[config.mk]
export PLATFORM = sky130hd
export DESIGN_NAME = multi_ce_gen
export DESIGN_NICKNAME = d
export VERILOG_FILES = /design/src/rtl/multi_ce_pkg.sv /design/src/rtl/multi_ce_gen_accum.sv /design/src/rtl/multi_ce_gen.sv
export SDC_FILE = /design/constraint.sdc
export NUM_CORES = 1
export LEC_CHECK = 0
export ABC_AREA = 1
export ABC_CLOCK_PERIOD_IN_PS = 3000
export CAP_MARGIN = 20
export CORE_ASPECT_RATIO = 0.7
export CORE_MARGIN = 3
export CORE_UTILIZATION = 50
export DETAILED_ROUTE_END_ITERATION = 10
export GPL_TIMING_DRIVEN = 0
export PLACE_DENSITY = 0.8
export SLEW_MARGIN = 20
export SYNTH_ARGS = -nofsm -noshare
export SYNTH_HDL_FRONTEND = slang
export SYNTH_HIERARCHICAL = 1
export SYNTH_SLANG_ARGS = --single-unit
[constraint.sdc]
create_clock -name clk_sys -period 3 [get_ports clk_sys]
set_input_delay 0.6 -clock clk_sys [delete_from_list [all_inputs] [get_ports clk_sys]]
set_output_delay 0.6 -clock clk_sys [all_outputs]
set_load 0.005 [all_outputs]
[src/rtl/multi_ce_pkg.sv]
// Shared types and helpers for the multi-channel clock-enable generator.
//   auto_st_e   : channel-0 auto-rate FSM states
//   FRAME_MUL   : frames per second assumed by the auto-rate estimator
//   clamp_rate(): clamp a rate to [lo, hi]. It works on a 64-bit carrier so
//                 any ACC_W up to 58 can share one function. Callers
//                 zero-extend their operands and truncate the result.
package multi_ce_pkg;

    localparam int FRAME_MUL = 60;

    typedef logic [63:0] wide_t;

    typedef enum logic [1:0] {
        IDLE,
        ARMED,
        LOCKED
    } auto_st_e;

    function automatic wide_t clamp_rate(input wide_t v, input wide_t lo, input wide_t hi);
        if (v < lo) return lo;
        if (v > hi) return hi;
        return v;
    endfunction

endpackage

[src/rtl/multi_ce_gen_accum.sv]
// One fractional clock-enable channel.
//   clk_sys, reset_n : clock, async active-low reset
//   enable_i         : run; low holds the phase accumulator and silences ce
//   rate_i           : target rate in Hz (clamped to CLK_HZ in the rate stage)
//   sync_i           : clear the accumulator (beats both tick and enable)
//   ce_o             : registered single-cycle enable
// Accumulates rate_q modulo CLK_HZ. A wrap produces one ce, so the long-run
// ce rate is exactly rate_q/CLK_HZ.
module ce_accum
    import multi_ce_pkg::*;
#(
    parameter int          ACC_W  = 32,
    parameter int unsigned CLK_HZ = 42000000
) (
    input  logic             clk_sys,
    input  logic             reset_n,
    input  logic             enable_i,
    input  logic [ACC_W-1:0] rate_i,
    input  logic             sync_i,
    output logic             ce_o
);

    localparam logic [ACC_W-1:0] MOD = ACC_W'(CLK_HZ);

    logic [ACC_W-1:0] rate_q, rate_d;
    logic [ACC_W-1:0] acc_q, acc_d;
    logic [ACC_W-1:0] nxt;
    logic             ce_q, ce_d;

    always_comb begin
        rate_d = ACC_W'(clamp_rate(wide_t'(rate_i), '0, wide_t'(CLK_HZ)));
        // acc < CLK_HZ and rate_q <= CLK_HZ, so nxt < 2*CLK_HZ fits ACC_W.
        nxt    = acc_q + rate_q;
        acc_d  = acc_q;
        ce_d   = 1'b0;
        if (sync_i) begin
            acc_d = '0;
        end else if (enable_i) begin
            if (nxt >= MOD) begin
                acc_d = nxt - MOD;
                ce_d  = 1'b1;
            end else begin
                acc_d = nxt;
            end
        end
    end

    always_ff @(posedge clk_sys or negedge reset_n) begin
        if (!reset_n) begin
            rate_q <= '0;
            acc_q  <= '0;
            ce_q   <= 1'b0;
        end else begin
            rate_q <= rate_d;
            acc_q  <= acc_d;
            ce_q   <= ce_d;
        end
    end

    assign ce_o = ce_q;

endmodule

[src/rtl/multi_ce_gen.sv]
// Multi-channel fractional clock-enable generator.
//   clk_sys, reset_n : clock, async active-low reset
//   enable_i[n]      : channel run enable
//   rate_i           : per-channel target Hz, channel n at [n*ACC_W +: ACC_W]
//   sync_i[n]        : channel phase-align (clear accumulator)
//   ce_o[n]          : single-cycle clock enables
//   rate_o           : effective channel-0 rate (registered)
//   vs_i, auto_en_i  : only with MULTI_CE_AUTORATE_EN. Frame sync and
//                      auto-rate permit for channel 0.
// Build option MULTI_CE_AUTORATE_EN adds an FSM. The FSM measures ch0 ce pulses
// per frame and retunes ch0 to cnt*60 Hz, clamped to [MIN_HZ, CLK_HZ].
module multi_ce_gen
    import multi_ce_pkg::*;
#(
    parameter int          CHANNELS = 2,
    parameter int          ACC_W    = 32,
    parameter int unsigned CLK_HZ   = 42000000,
    parameter int unsigned MIN_HZ   = 5000000
) (
    input  logic                      clk_sys,
    input  logic                      reset_n,
    input  logic [CHANNELS-1:0]       enable_i,
    input  logic [CHANNELS*ACC_W-1:0] rate_i,
    input  logic [CHANNELS-1:0]       sync_i,
`ifdef MULTI_CE_AUTORATE_EN
    input  logic                      vs_i,
    input  logic                      auto_en_i,
`endif
    output logic [CHANNELS-1:0]       ce_o,
    output logic [ACC_W-1:0]          rate_o
);

    logic [ACC_W-1:0] rate0_in;
    logic [ACC_W-1:0] ch0_rate;
    logic [ACC_W-1:0] rate_o_q, rate_o_d;

    assign rate0_in = rate_i[ACC_W-1:0];

`ifdef MULTI_CE_AUTORATE_EN
    // est = cnt*60 needs 6 extra bits of headroom.
    localparam int EST_W = ACC_W + 6;

    auto_st_e         st_q, st_d;
    logic             vs_q;
    logic             vs_rise;
    logic [ACC_W-1:0] cnt_q, cnt_d, cnt_inc;
    logic [EST_W-1:0] est_q, est_d, cnt_w;
    logic [ACC_W-1:0] rate0_prev_q;

    always_comb begin
        vs_rise = vs_i & ~vs_q;
        // A ce landing on the closing vs edge still belongs to that frame.
        cnt_inc = (&cnt_q) ? cnt_q : cnt_q + ACC_W'(ce_o[0]);
        cnt_w   = {6'b0, cnt_inc};
        st_d    = st_q;
        cnt_d   = cnt_q;
        est_d   = est_q;
        case (st_q)
            IDLE: begin
                if (auto_en_i && vs_rise) begin
                    st_d  = ARMED;
                    cnt_d = '0;
                end
            end
            ARMED, LOCKED: begin
                cnt_d = cnt_inc;
                if (vs_rise) begin
                    // cnt * FRAME_MUL as 32+16+8+4
                    est_d = (cnt_w << 5) + (cnt_w << 4) + (cnt_w << 3) + (cnt_w << 2);
                    cnt_d = '0;
                    st_d  = LOCKED;
                end
                if (!auto_en_i || (st_q == LOCKED && rate0_in != rate0_prev_q)) begin
                    st_d = IDLE;
                end
            end
            default: st_d = IDLE;
        endcase
        ch0_rate = (st_q == LOCKED)
                 ? ACC_W'(clamp_rate(wide_t'(est_q), wide_t'(MIN_HZ), wide_t'(CLK_HZ)))
                 : rate0_in;
    end

    always_ff @(posedge clk_sys or negedge reset_n) begin
        if (!reset_n) begin
            st_q         <= IDLE;
            vs_q         <= 1'b0;
            cnt_q        <= '0;
            est_q        <= '0;
            rate0_prev_q <= '0;
        end else begin
            st_q         <= st_d;
            vs_q         <= vs_i;
            cnt_q        <= cnt_d;
            est_q        <= est_d;
            rate0_prev_q <= rate0_in;
        end
    end
`else
    assign ch0_rate = rate0_in;
`endif

    assign rate_o_d = ACC_W'(clamp_rate(wide_t'(ch0_rate), '0, wide_t'(CLK_HZ)));

    always_ff @(posedge clk_sys or negedge reset_n) begin
        if (!reset_n) rate_o_q <= '0;
        else          rate_o_q <= rate_o_d;
    end

    assign rate_o = rate_o_q;

    for (genvar g = 0; g < CHANNELS; g++) begin : g_ch
        logic [ACC_W-1:0] ch_rate;
        if (g == 0) begin : g_c0
            assign ch_rate = ch0_rate;
        end else begin : g_cn
            assign ch_rate = rate_i[g*ACC_W +: ACC_W];
        end
        ce_accum #(
            .ACC_W  (ACC_W),
            .CLK_HZ (CLK_HZ)
        ) u_acc (
            .clk_sys  (clk_sys),
            .reset_n  (reset_n),
            .enable_i (enable_i[g]),
            .rate_i   (ch_rate),
            .sync_i   (sync_i[g]),
            .ce_o     (ce_o[g])
        );
    end

endmodule
==> results.json <==
{
  "status": "finished, violations left",
  "violations": "setup timing",
  "cts_hold_buf": 0,
  "dp.cells": 2315,
  "yosysWarnings": 6,
  "grt_pass1_wl_um": 61030,
  "clk_pin_slew_ns": 0.07,
  "antenna_found_initial": 1,
  "instances_no_fill": 2401,
  "dpl.hpwl_um": 31130,
  "finalWirelength_um": 41660,
  "grt_pass1_vias": 11400,
  "setup_viol_count_final": 1,
  "syn-instance-count": 1878,
  "crit_path_max_fanout": 10,
  "avgSynthCellArea_um2": 6.529,
  "ctsRootBufferMaster": "clkbuf_16",
  "grt.total_usage_pct": 30.07,
  "critPathSlowestCell": "dfrtp_1",
  "first_iter_violations": 1343,
  "die_h_um": 137.0,
  "worst_slack_ns": -0.004091,
  "synthTopCellsByArea": "dfrtp_1 (33%), nand2_1 (20%), inv_1 (8.1%)",
  "p_per_area_nw_per_um2": 784.3,
  "post-place-ws_ns": -0.3929,
  "die_area_um2": 26470,
  "clock_skew_ns": 0.01636,
  "critPathArrivalTime_ns": 3.34,
  "nNetsFinal": 2206,
  "clk_latency_ns": 0.44,
  "critPathLaunch": "g_ch[0].u_acc/acc_q[0]",
  "max-clock-path-buffers": 2,
  "io_buffers": 103,
  "initial_core_util_pct": 51.36,
  "synth_top_area_share_pct": 33.06,
  "wl_per_cell_um": 17.35,
  "setup_tns_ns": -0.004091,
  "yosys.area.top_type": "dfrtp_1",
  "multi_input_area_um2": 8650,
  "p_int_w": 0.006546,
  "hold_violations": 0,
  "final_max_slew_viol_count": 0,
  "crit_path_frequent_cell": "nand3_1",
  "max_clock_freq_mhz": 332.9,
  "rows": 47,
  "die_width_um": 193.2,
  "drc": 0,
  "cts_tree": "built",
  "routed_via_density": 5.416,
  "synth_area_um2": 12260,
  "pwr-share-comb_pct": 63.2,
  "first_pass_iters": 6,
  "hold_ws_ns": 0.1661,
  "seq_area_frac_synth_pct": 33.06,
  "htree_levels": 4,
  "coreArea_um2": 23880,
  "worstPathCellList": "ha_4 -> fa_2 -> buf_4 -> nand3_1 -> nand3_2 -> nand2_1 -> nand2_2 -> nor2_4 -> nand3_2 -> nand2_2 -> nand2_4 -> nand3_4 -> nand2_4 -> nand3_4 -> buf_4 -> buf_6 -> nand3_1 -> nand3_1 -> nand2_1",
  "switchingPower_w": 0.006462,
  "dominantRegCellSynth": "dfrtp_1",
  "numCtsBuffers": 17,
  "p_seq_share_pct": 20.7,
  "start_kind": "flop",
  "critPathMaxStageDelay_ns": 0.42,
  "crit_path_end_kind": "flop",
  "fin_util_pct": 69.46,
  "clkPwrFrac_pct": 16.1,
  "worstPathRequired_ns": 3.34,
  "ant_nets": 0,
  "vias": 13000,
  "synth_seq_cells": 162,
  "fin_crit_ns": 3.004,
  "antenna_cells": 0,
  "swShare_pct": 49.68,
  "gp_congestion": 1.030,
  "hold_class": "in -> async",
  "num_io_pins": 104,
  "drive_gt1_share_pct": 23.96,
  "r2r_start": "g_ch[0].u_acc/acc_q[0]",
  "async_flop_share_pct": 100.0,
  "p_leak_nw": 8.518,
  "tightest_slew_ns": 0.8494,
  "synthDistinctLibCells": 46,
  "grt-ovfl-total": 0,
  "slew_headroom_pct": 43.16,
  "synth_edf_count": 0,
  "maxCapViolCount": 0,
  "reg2reg_slack_ns": -0.004,
  "clkSinkCount": 162,
  "crit_type": "reg -> reg",
  "min_period_over_period_pct": 100.1,
  "fill_cells": 1992,
  "ir_drop_v": 0.0004099,
  "grt_max_degree": 90,
  "syn2layout_area_growth_pct": 35.26,
  "seqCellArea_um2": 4069,
  "rsz0062_at_grt": "true"
}
cell usage after synthesis, types with 3 or more instances:
cell      instances
a21oi_1          60
a21oi_2           4
a22o_1            4
and2_1            4
buf_2             8
buf_4             4
buf_6             5
clkbuf_1         12
conb_1            3
dfrtp_1         162
ha_1             64
inv_1           266
inv_2            33
nand2_1         668
nand2_2          24
nand3_1         137
nand3_4           5
nand3b_1          8
nand4_1          50
nor2_1          172
nor2_2           18
nor3_1           26
nor4_1            6
o21a_1            6
o21ai_0          42
o21ai_1          14
o21bai_1          4
or2_2            10
xnor2_1          18
xor2_1           12
worst paths after layout:
path / cells past startpoint / to
min in group clk_sys: 2 / g_ch[1].u_acc/acc_q[27]
worst min-delay path: 1 / g_ch[1].u_acc/acc_q[28]
worst min register to register: 2 / g_ch[1].u_acc/acc_q[27]
max in group asynchronous: 2 / g_ch[0].u_acc/rate_q[24]
worst max register to register: 19 / g_ch[0].u_acc/acc_q[10]
worst max-delay path: 19 / g_ch[0].u_acc/acc_q[10]
critical path: cells and delay by family, from the launching register on:
kind,cells,cell delay [ns]
adders and majority gates,2,0.54
buffers and inverters,3,0.44
DFF,1,0.42
and+or+nand+nor,14,1.48
layout make-up:
cell class,instances,share of cell area (%)
Multi-Input combinational cell,1400,52.15
Buffer,29,1.328
Tap cell,318,2.399
Inverter,301,6.812
Sequential cell,162,24.53
Clock inverter,14,0.7318
Clock buffer,18,2.588
Timing Repair Buffer,159,9.453
cells in the final DEF, fill, tap and decap left out, drive strengths merged, types with 2 or more instances in the layout:
| cell | n |
|---|---|
| clkinv | 8 |
| nand3 | 142 |
| or4 | 2 |
| o311ai | 2 |
| fa | 2 |
| o21bai | 6 |
| and2 | 5 |
| a31oi | 2 |
| nor4 | 6 |
| nand4 | 50 |
| nand3b | 8 |
| xor2 | 14 |
| ha | 64 |
| clkdlybuf4s50 | 102 |
| dfrtp | 162 |
| inv | 306 |
| a2111oi | 2 |
| o21a | 6 |
| xnor2 | 18 |
| buf | 71 |
| nor3 | 28 |
| a32o | 2 |
| nand2 | 694 |
| or2 | 12 |
| nor2 | 192 |
| o21ai | 56 |
| clkbuf | 32 |
| a22o | 4 |
| a21oi | 64 |
| conb | 18 |
layer usage:
| metal | routed length, um | GRT usage, % |
|---|---|---|
| met5 | 10 | 0 |
| met4 | 410 | 4.978 |
| met3 | 4592 | 10.50 |
| met2 | 16880 | 40.04 |
| met1 | 19770 | 46.77 |
logic make-up after synthesis:
kind of cell / after synthesis / synth area share [%]
AND/OR/NAND/NOR: 1139 / 40.09
buffers and inverters: 331 / 10.78
flip-flops: 162 / 33.06
AO/OA/AOI/OAI: 145 / 6.714
adder cells (fa/ha/maj): 66 / 6.857
XOR/XNOR: 32 / 2.408
other: 3 / 0.09183
power groups by stage:
stage	combinational [W]	clock, W	sequential, W
2_1_floorplan	0.00490	0	0.00259
4_1_cts	0.00677	0.00213	0.00262
5_1_grt	0.00895	0.00223	0.00271
6_report	0.00822	0.00209	0.00269
3_5_place_dp	0.00637	0	0.00265
3_3_place_gp	0.00626	0	0.00265
registers in the layout, indices dropped and copies added, names as in the netlist:
register	count
g_ch.u_acc/ce_o	2
g_ch.u_acc/acc_q	64
g_ch.u_acc/rate_q	64
rate_o	32
stage by stage:
step           area, um2  total power, W
6_report           16580         0.01301
5_1_grt            16580         0.01389
4_1_cts            14980         0.01152
3_5_place_dp       13780        0.009022
3_3_place_gp       13750        0.008904
2_1_floorplan      12320        0.007487
repair_timing:
item	CTS	global route
gates cloned	2	1
endpoints found under the setup margin	52	52
resized for setup	88	307
setup buffers	27	25
pin swaps	29	79
Power figures use the tool's default switching activity.
